**src/rtl/bit_sel_ctrl.sv**
```systemverilog
// Sequencer for the e/index bit selector: fetch a vector pair, load it, shift until
// the selector has collected sel_number bits, retrying with fresh vectors on shortfall.
module bit_sel_ctrl #(
    parameter int VEC_LEN   = 450,
    parameter int N_LO      = 128,
    parameter int N_HI      = 256,
    parameter int MAX_RETRY = 3,
    parameter int CW        = 9
) (
    input  logic          clk,
    input  logic          resetn,
    input  logic          req,
    input  logic          mode,
    output logic          src_req,
    input  logic          src_valid,
    output logic          sel_start,
    output logic          sel_en,
    output logic [CW-1:0] sel_number,
    input  logic          sel_done,
    output logic          busy,
    output logic          done,
    output logic          fail,
    output logic [1:0]    retry_cnt
);

    localparam logic [CW-1:0] VEC_LEN_C = CW'(VEC_LEN);
    localparam logic [CW-1:0] N_LO_C    = CW'(N_LO);
    localparam logic [CW-1:0] N_HI_C    = CW'(N_HI);
    localparam logic [1:0]    MAX_R_C   = 2'(MAX_RETRY);

    typedef enum logic [2:0] {IDLE, FETCH, LOAD, SHIFT, DONE, ERR} state_t;

    state_t        state_q, state_d;
    logic [CW-1:0] shift_cnt;
    logic          budget_out;

    assign budget_out = (shift_cnt == VEC_LEN_C);

    always_ff @(posedge clk or negedge resetn) begin
        if (!resetn) begin
            state_q    <= IDLE;
            sel_number <= N_LO_C;
            retry_cnt  <= '0;
            shift_cnt  <= '0;
        end else begin
            state_q <= state_d;
            if (state_q == IDLE && req) begin
                sel_number <= mode ? N_HI_C : N_LO_C;
                retry_cnt  <= '0;
            end
            // sel_en already excludes a full budget, so the counter saturates at VEC_LEN
            if (state_q == LOAD)
                shift_cnt <= '0;
            else if (sel_en)
                shift_cnt <= shift_cnt + 1'b1;
            if (state_q == SHIFT && !sel_done && budget_out && retry_cnt < MAX_R_C)
                retry_cnt <= retry_cnt + 1'b1;
        end
    end

    always_comb begin
        state_d   = state_q;
        src_req   = 1'b0;
        sel_start = 1'b0;
        sel_en    = 1'b0;
        done      = 1'b0;
        fail      = 1'b0;
        busy      = (state_q != IDLE);
        case (state_q)
            IDLE:  if (req) state_d = FETCH;
            FETCH: begin
                src_req = 1'b1;
                if (src_valid) state_d = LOAD;
            end
            LOAD: begin
                sel_start = 1'b1;
                state_d   = SHIFT;
            end
            SHIFT: begin
                sel_en = !sel_done && !budget_out;
                // a completed selection wins over an exhausted budget
                if (sel_done)
                    state_d = DONE;
                else if (budget_out)
                    state_d = (retry_cnt < MAX_R_C) ? FETCH : ERR;
            end
            DONE: begin
                done    = 1'b1;
                state_d = IDLE;
            end
            ERR: begin
                done    = 1'b1;
                fail    = 1'b1;
                state_d = IDLE;
            end
            default: state_d = IDLE;
        endcase
    end

endmodule

```
**config.mk**
```make
export PLATFORM = sky130hd
export DESIGN_NAME = bit_sel_ctrl
export DESIGN_NICKNAME = d
export VERILOG_FILES = /design/src/rtl/bit_sel_ctrl.sv
export SDC_FILE = /design/constraint.sdc
export NUM_CORES = 1
export LEC_CHECK = 0
export CAP_MARGIN = 25
export CORE_MARGIN = 3
export CORE_UTILIZATION = 39
export CTS_CLUSTER_SIZE = 14
export DETAILED_ROUTE_END_ITERATION = 8
export PLACE_DENSITY_LB_ADDON = 0.2
export RECOVER_POWER = 100
export SLEW_MARGIN = 20
export SYNTH_ARGS = -nofsm -noshare
export SYNTH_HDL_FRONTEND = slang
export SYNTH_SLANG_ARGS = --single-unit
```
**constraint.sdc**
```tcl
create_clock -name clk -period 1.7 [get_ports clk]
set_clock_uncertainty 0.1 [all_clocks]
set_input_delay 0.17 -clock clk [delete_from_list [all_inputs] [get_ports clk]]
set_output_delay 0.17 -clock clk [all_outputs]
set_load 0.02 [all_outputs]
```
# == After elaboration in Yosys (flattened, before gate mapping) ==
# Cells that the tools add are included.
# Widths: inputs -> output; s select.
# classes
addsub,2
mul,0
n_div,0
n_lt_le_gt_ge,1
eq_ne,9
shift,0
n_mux,16
n_bitwise,0
n_reduce_logical,13
# op_table
op,count
$mux 9,3
$mux 3,5
$pmux 3 s4,1
$add 9x1->9 const B,1
$eq 9x9->1 const B,1
$eq 3x2->1 const B,2
$eq 3x3->1 const B,2
$logic_and 1x1->1,5
$mux 1,5
$mux 2,2
$ne 2x2->1 const B,2
$reduce_bool 2->1,2
$eq 3x1->1 const B,1
$logic_not 3->1,1
$ne 3x3->1 const B,1
$reduce_and 3->1,1
$reduce_bool 3->1,1
$add 2x1->2 const B,1
$logic_not 1->1,2
$lt 2x2->1 const B,1
$reduce_or 2->1,1
# totals
register_bits,23
latchBits,0
ram_bits,0
romBits,0
in_bits,6
output_inout_bits,17
elab_cells,45
n_memories,0

# == Logic depth before layout (Yosys ltp) ==
# logic_depth
depth_word,6
mapped_depth,5
depth_no_buf,5

# == Worst setup path after synthesis ==
# No wires, ideal clock.
# synth_path
path_kind,reg2reg
startpoint,register shift_cnt[0]
endpoint,register shift_cnt[0]
setup_time_ns,0.081
arrival_time_ns,1.614
t_required_ns,1.519
setup_slack_ns,-0.095
path_stages_with_launch,6
synth_period_minus_slack_ns,1.795
cell_sequence,dfrtp_1 -> inv_1 -> ha_1 -> and4b_1 -> a21oi_1 -> mux2i_1
# synth_between
elab_chain_len,5
elab_cells_between_ends,8
classes_between,1 x add/sub; 1 x eq/ne; 3 x mux; 3 x reduce/logical
# synth_lines
element,line_no,text
start: declaration,34,logic [CW-1:0] shift_cnt;
start signal: assignment,55,shift_cnt <= shift_cnt + 1'b1;
$eq 9x9->1,37,assign budget_out = (shift_cnt == VEC_LEN_C);
$logic_not 1->1,80,sel_en = !sel_done && !budget_out;
$logic_and 1x1->1,80,
$mux 1,69,case (state_q)
via sel_en,17,"output logic sel_en,"
$reduce_bool 2->1 (no source line),n/a,
# The timed path passes the listed nets, and every way through them passes these cells. The select of a mux whose other input is x is not followed.
# A chain may end at the register's enable or synchronous reset.

# == Final worst setup path ==
# layout_path
startpoint,register shift_cnt[1]
endpoint,output port sel_en
# layout_between
elab_chain_len,4
# layout_lines
element,line_no
$eq 9x9->1,37
$logic_not 1->1,80
$logic_and 1x1->1,80
$mux 1,69
end: declaration,17
# No other way between the ends.

==> impl_metrics.xml <==
<?xml version="1.0" encoding="UTF-8"?>
<metrics>
  <group name="outcome">
    <metric name="outcome" unit="">complete, but fails checks</metric>
    <metric name="violations" unit="">negative setup slack</metric>
  </group>
  <group name="route">
    <metric name="drcViolationCount" unit="">0</metric>
    <metric name="route.final.wire_length" unit="um">2100</metric>
    <metric name="drt_iter0_markers" unit="">15</metric>
    <metric name="routed-via-count" unit="">812</metric>
    <metric name="via_per_inst" unit="">4.95</metric>
    <metric name="avgRoutedWirePerCell" unit="um">12.8</metric>
    <metric name="drtAntennaViolNets" unit="">0</metric>
    <metric name="detailed_routing_iterations_pass_1" unit="">4</metric>
  </group>
  <group name="finish">
    <metric name="antenna_cells" unit="">0</metric>
    <metric name="area.growth.synth_to_final" unit="%">40.1</metric>
    <metric name="fillers" unit="">201</metric>
    <metric name="regArea" unit="um^2">402</metric>
    <metric name="multi_input_comb_area" unit="um^2">538</metric>
    <metric name="layout-drive-gt1-share" unit="">0.360</metric>
    <metric name="final_nets" unit="">146</metric>
    <metric name="finish.instance_area" unit="um^2">1360</metric>
  </group>
  <group name="synthesis">
    <metric name="synth.lib_cells_used.distinct" unit="">39</metric>
    <metric name="synth.top_cells.by_area" unit="">sky130_fd_sc_hd__dfrtp_1, sky130_fd_sc_hd__mux2i_1, sky130_fd_sc_hd__buf_4, sky130_fd_sc_hd__nand2_1, sky130_fd_sc_hd__ha_1</metric>
    <metric name="synth.ff_latch_count" unit="">16</metric>
    <metric name="postSynthAreaPerCell" unit="um^2">10.0</metric>
    <metric name="synth_largest_type_area_fraction" unit="">0.387</metric>
    <metric name="syn_inst" unit="">97</metric>
    <metric name="synth_xor_area_frac" unit="">0</metric>
    <metric name="ys.flop_type" unit="">sky130_fd_sc_hd__dfrtp_1</metric>
    <metric name="synthSimpleGateAreaFrac" unit="">0.244</metric>
    <metric name="post_synth_mux_area_share" unit="">0.106</metric>
    <metric name="seq_total_area_yosys" unit="">0.414</metric>
    <metric name="yosysWarnings" unit="">0</metric>
    <metric name="synth_async_sr_flop_share" unit="">1.00</metric>
    <metric name="synth_top_family_by_area" unit="">simple AND/OR/NAND/NOR gates</metric>
    <metric name="compound_gate_portion_of_the_synthesized_area" unit="">0.0839</metric>
    <metric name="synthMostInstantiatedCell" unit="">sky130_fd_sc_hd__dfrtp_1</metric>
    <metric name="ys_top_cells_by_count" unit="">sky130_fd_sc_hd__dfrtp_1, sky130_fd_sc_hd__nand2_1, sky130_fd_sc_hd__mux2i_1</metric>
    <metric name="synth_edf_count" unit="">0</metric>
    <metric name="syn_area" unit="um^2">970</metric>
    <metric name="yosys.area_share.adder" unit="">0.0387</metric>
    <metric name="synth_area_leader_cell" unit="">sky130_fd_sc_hd__dfrtp_1</metric>
  </group>
  <group name="power_and_ir_drop">
    <metric name="total_power" unit="W">0.00161</metric>
    <metric name="power_density" unit="nW/um^2">1190</metric>
    <metric name="leakage" unit="nW">0.604</metric>
    <metric name="max-vdd-ir-drop" unit="V">0.000786</metric>
  </group>
  <group name="global_routing">
    <metric name="first_global_vias" unit="">797</metric>
    <metric name="grt_start_max_net_pins" unit="">17</metric>
    <metric name="met3_track_usage_gr" unit="">0.0278</metric>
    <metric name="grtUsageTotal" unit="">0.145</metric>
    <metric name="use_met2" unit="">0.243</metric>
    <metric name="fraction_of_met1_tracks_used_by_global_routing" unit="">0.180</metric>
    <metric name="grt_pass1_wl" unit="um">3530</metric>
    <metric name="grt_antenna_before_repair" unit="">0</metric>
    <metric name="gr-max-usage-layer" unit="">met2</metric>
    <metric name="grt_overflow_total" unit="">0</metric>
  </group>
  <group name="sta">
    <metric name="period_needed" unit="ns">1.70</metric>
    <metric name="report.final.slew_viol_count" unit="">0</metric>
    <metric name="slew-limit-headroom" unit="">0.408</metric>
    <metric name="fmax" unit="MHz">587</metric>
    <metric name="rsz0062_at_grt" unit="">yes</metric>
    <metric name="worstMarginPinSlew" unit="ns">0.887</metric>
    <metric name="final_ws_setup" unit="ns">-0.00290</metric>
    <metric name="worst_hold_slack" unit="ns">0.344</metric>
    <metric name="setup_viol" unit="">1</metric>
    <metric name="finalHoldViolations" unit="">0</metric>
    <metric name="final.period_utilization" unit="">1.00</metric>
  </group>
  <group name="clock_tree">
    <metric name="insertion_delay" unit="ns">0.29</metric>
    <metric name="cts_inserted_buffers" unit="">3</metric>
    <metric name="clock_tree.htree_level_count" unit="">1</metric>
    <metric name="numClockSinks" unit="">16</metric>
    <metric name="post_cts_hold_buffer_count" unit="">0</metric>
    <metric name="clkTransAtPathRegs" unit="ns">0.10</metric>
    <metric name="clock_tree.root_cell" unit="">sky130_fd_sc_hd__clkbuf_4</metric>
    <metric name="max-clock-path-buffers" unit="">2</metric>
    <metric name="cts_tree" unit="">done</metric>
  </group>
  <group name="placement">
    <metric name="detailedPlacementHpwl" unit="um">1530</metric>
    <metric name="placement.cell_area" unit="um^2">1250</metric>
    <metric name="gp_congestion" unit="">0.805</metric>
    <metric name="port-buffer-count" unit="">15</metric>
  </group>
  <group name="flow_run">
    <metric name="max-cap-violations" unit="">0</metric>
  </group>
  <group name="critical_path">
    <metric name="setup.worst_path.end_class" unit="">output pin</metric>
    <metric name="worst_setup_path_start_kind" unit="">flop</metric>
    <metric name="timing.rr.start" unit="">state_q[2]$_DFFE_PN0P_</metric>
    <metric name="worstSetupStartpoint" unit="">shift_cnt[1]$_DFFE_PN0P_</metric>
    <metric name="worstPathRequired" unit="ns">1.43</metric>
    <metric name="largest_fanout_of_any_net_on_the_critical_path" unit="">2</metric>
    <metric name="worstSetupPathType" unit="">flop to output pin</metric>
    <metric name="worstPathArrival" unit="ns">1.43</metric>
  </group>
  <group name="floorplan">
    <metric name="start_util" unit="">0.426</metric>
    <metric name="dieWidth" unit="um">55.9</metric>
    <metric name="dieArea" unit="um^2">3120</metric>
    <metric name="chipHeight" unit="um">55.9</metric>
    <metric name="core_area" unit="um^2">2280</metric>
    <metric name="fp-row-count" unit="">17</metric>
    <metric name="top_level_ports" unit="">23</metric>
  </group>
  <group name="min_path">
    <metric name="worstHoldStart" unit="">mode</metric>
    <metric name="min-delay-path-class" unit="">input pin to flop</metric>
  </group>
</metrics>
[kinds of logic after synthesis]
group | after synthesis
AND/OR/NAND/NOR | 36
buffers and inverters | 18
flip-flops | 16
AO/OA/AOI/OAI | 13
multiplexers | 10
adder cells (fa/ha/maj) | 3
other | 1
[final timing paths]
path / endpoint / slack (ns) / cells after the start
worst max-delay path: sel_en / -0.003 / 4
worst max register to register: shift_cnt[5]$_DFFE_PN0P_ / 0.05 / 5
min in group asynchronous: shift_cnt[6]$_DFFE_PN0P_ / 0.40 / 2
max in group asynchronous: retry_cnt[0]$_DFFE_PN0P_ / 0.55 / 2
worst min register to register: sel_number[7]$_DFFE_PN1P_ / 0.40 / 2
worst min-delay path: sel_number[7]$_DFFE_PN1P_ / 0.34 / 2
[stage by stage]
| step | cells | TNS (ns) | utilization | setup slack [ns] |
|---|---|---|---|---|
| 6_report | 164 | -0.00290 | 0.597 | -0.00290 |
| 5_1_grt | 164 | -0.130 | 0.597 | -0.0492 |
| 4_1_cts | 160 | 0 | 0.567 | 0.000250 |
| 3_5_place_dp | 154 | -0.486 | 0.548 | -0.179 |
| 3_3_place_gp | 154 | -0.431 | 0.548 | -0.181 |
| 2_1_floorplan | 103 | 0 | - | 0.0922 |
[worst max-delay path, cell delays in order (launching register included)]
cell	delay, ns
sky130_fd_sc_hd__dfrtp_1	0.41
sky130_fd_sc_hd__ha_2	0.18
sky130_fd_sc_hd__and4b_1	0.20
sky130_fd_sc_hd__a21oi_2	0.18
sky130_fd_sc_hd__buf_4	0.16
[state kept, by name, summed over array words and instances (netlist names)]
name	cells
state_q	3
sel_number	2
retry_cnt	2
shift_cnt	9
[what timing repair did]
| action | in CTS | in global routing |
|---|---|---|
| buffers inserted | 2 | 4 |
| resized for setup | 22 | 12 |
| pin swaps | 3 | 6 |
| endpoints found under the setup margin | 8 | 15 |
[layout by cell type (no fill, tap or decap), drive strengths merged, types with 2 or more instances in the layout]
cell type	instances
buf	29
dfrtp	15
nand2	11
mux2i	8
conb	7
clkdlybuf4s50	6
inv	6
a21oi	5
clkbuf	5
o21ai	3
or3	3
ha	3
nand3b	2
nand2b	2
nand3	2
nor4	2
dlygate4sd3	2
dlygate4sd2	2
mux2	2
[power by group]
group	switching, W	internal [W]
Sequential	0.0000457	0.000472
Clock	0.000123	0.0000914
Combinational	0.000452	0.000428
[area by class of cell]
type / instances / area share
Clock buffer: 4 / 0.0193
Inverter: 6 / 0.0166
Multi-Input combinational cell: 69 / 0.396
Sequential cell: 16 / 0.296
Tap cell: 28 / 0.0258
Timing Repair Buffer: 41 / 0.247
[layer usage]
layer | routed length, um | share of wire
met4 | 30 | 0.014
met1 | 944 | 0.45
met5 | 0 | 0
met3 | 56 | 0.027
met2 | 1070 | 0.51
Note: power is estimated with default switching activity, not from simulation.
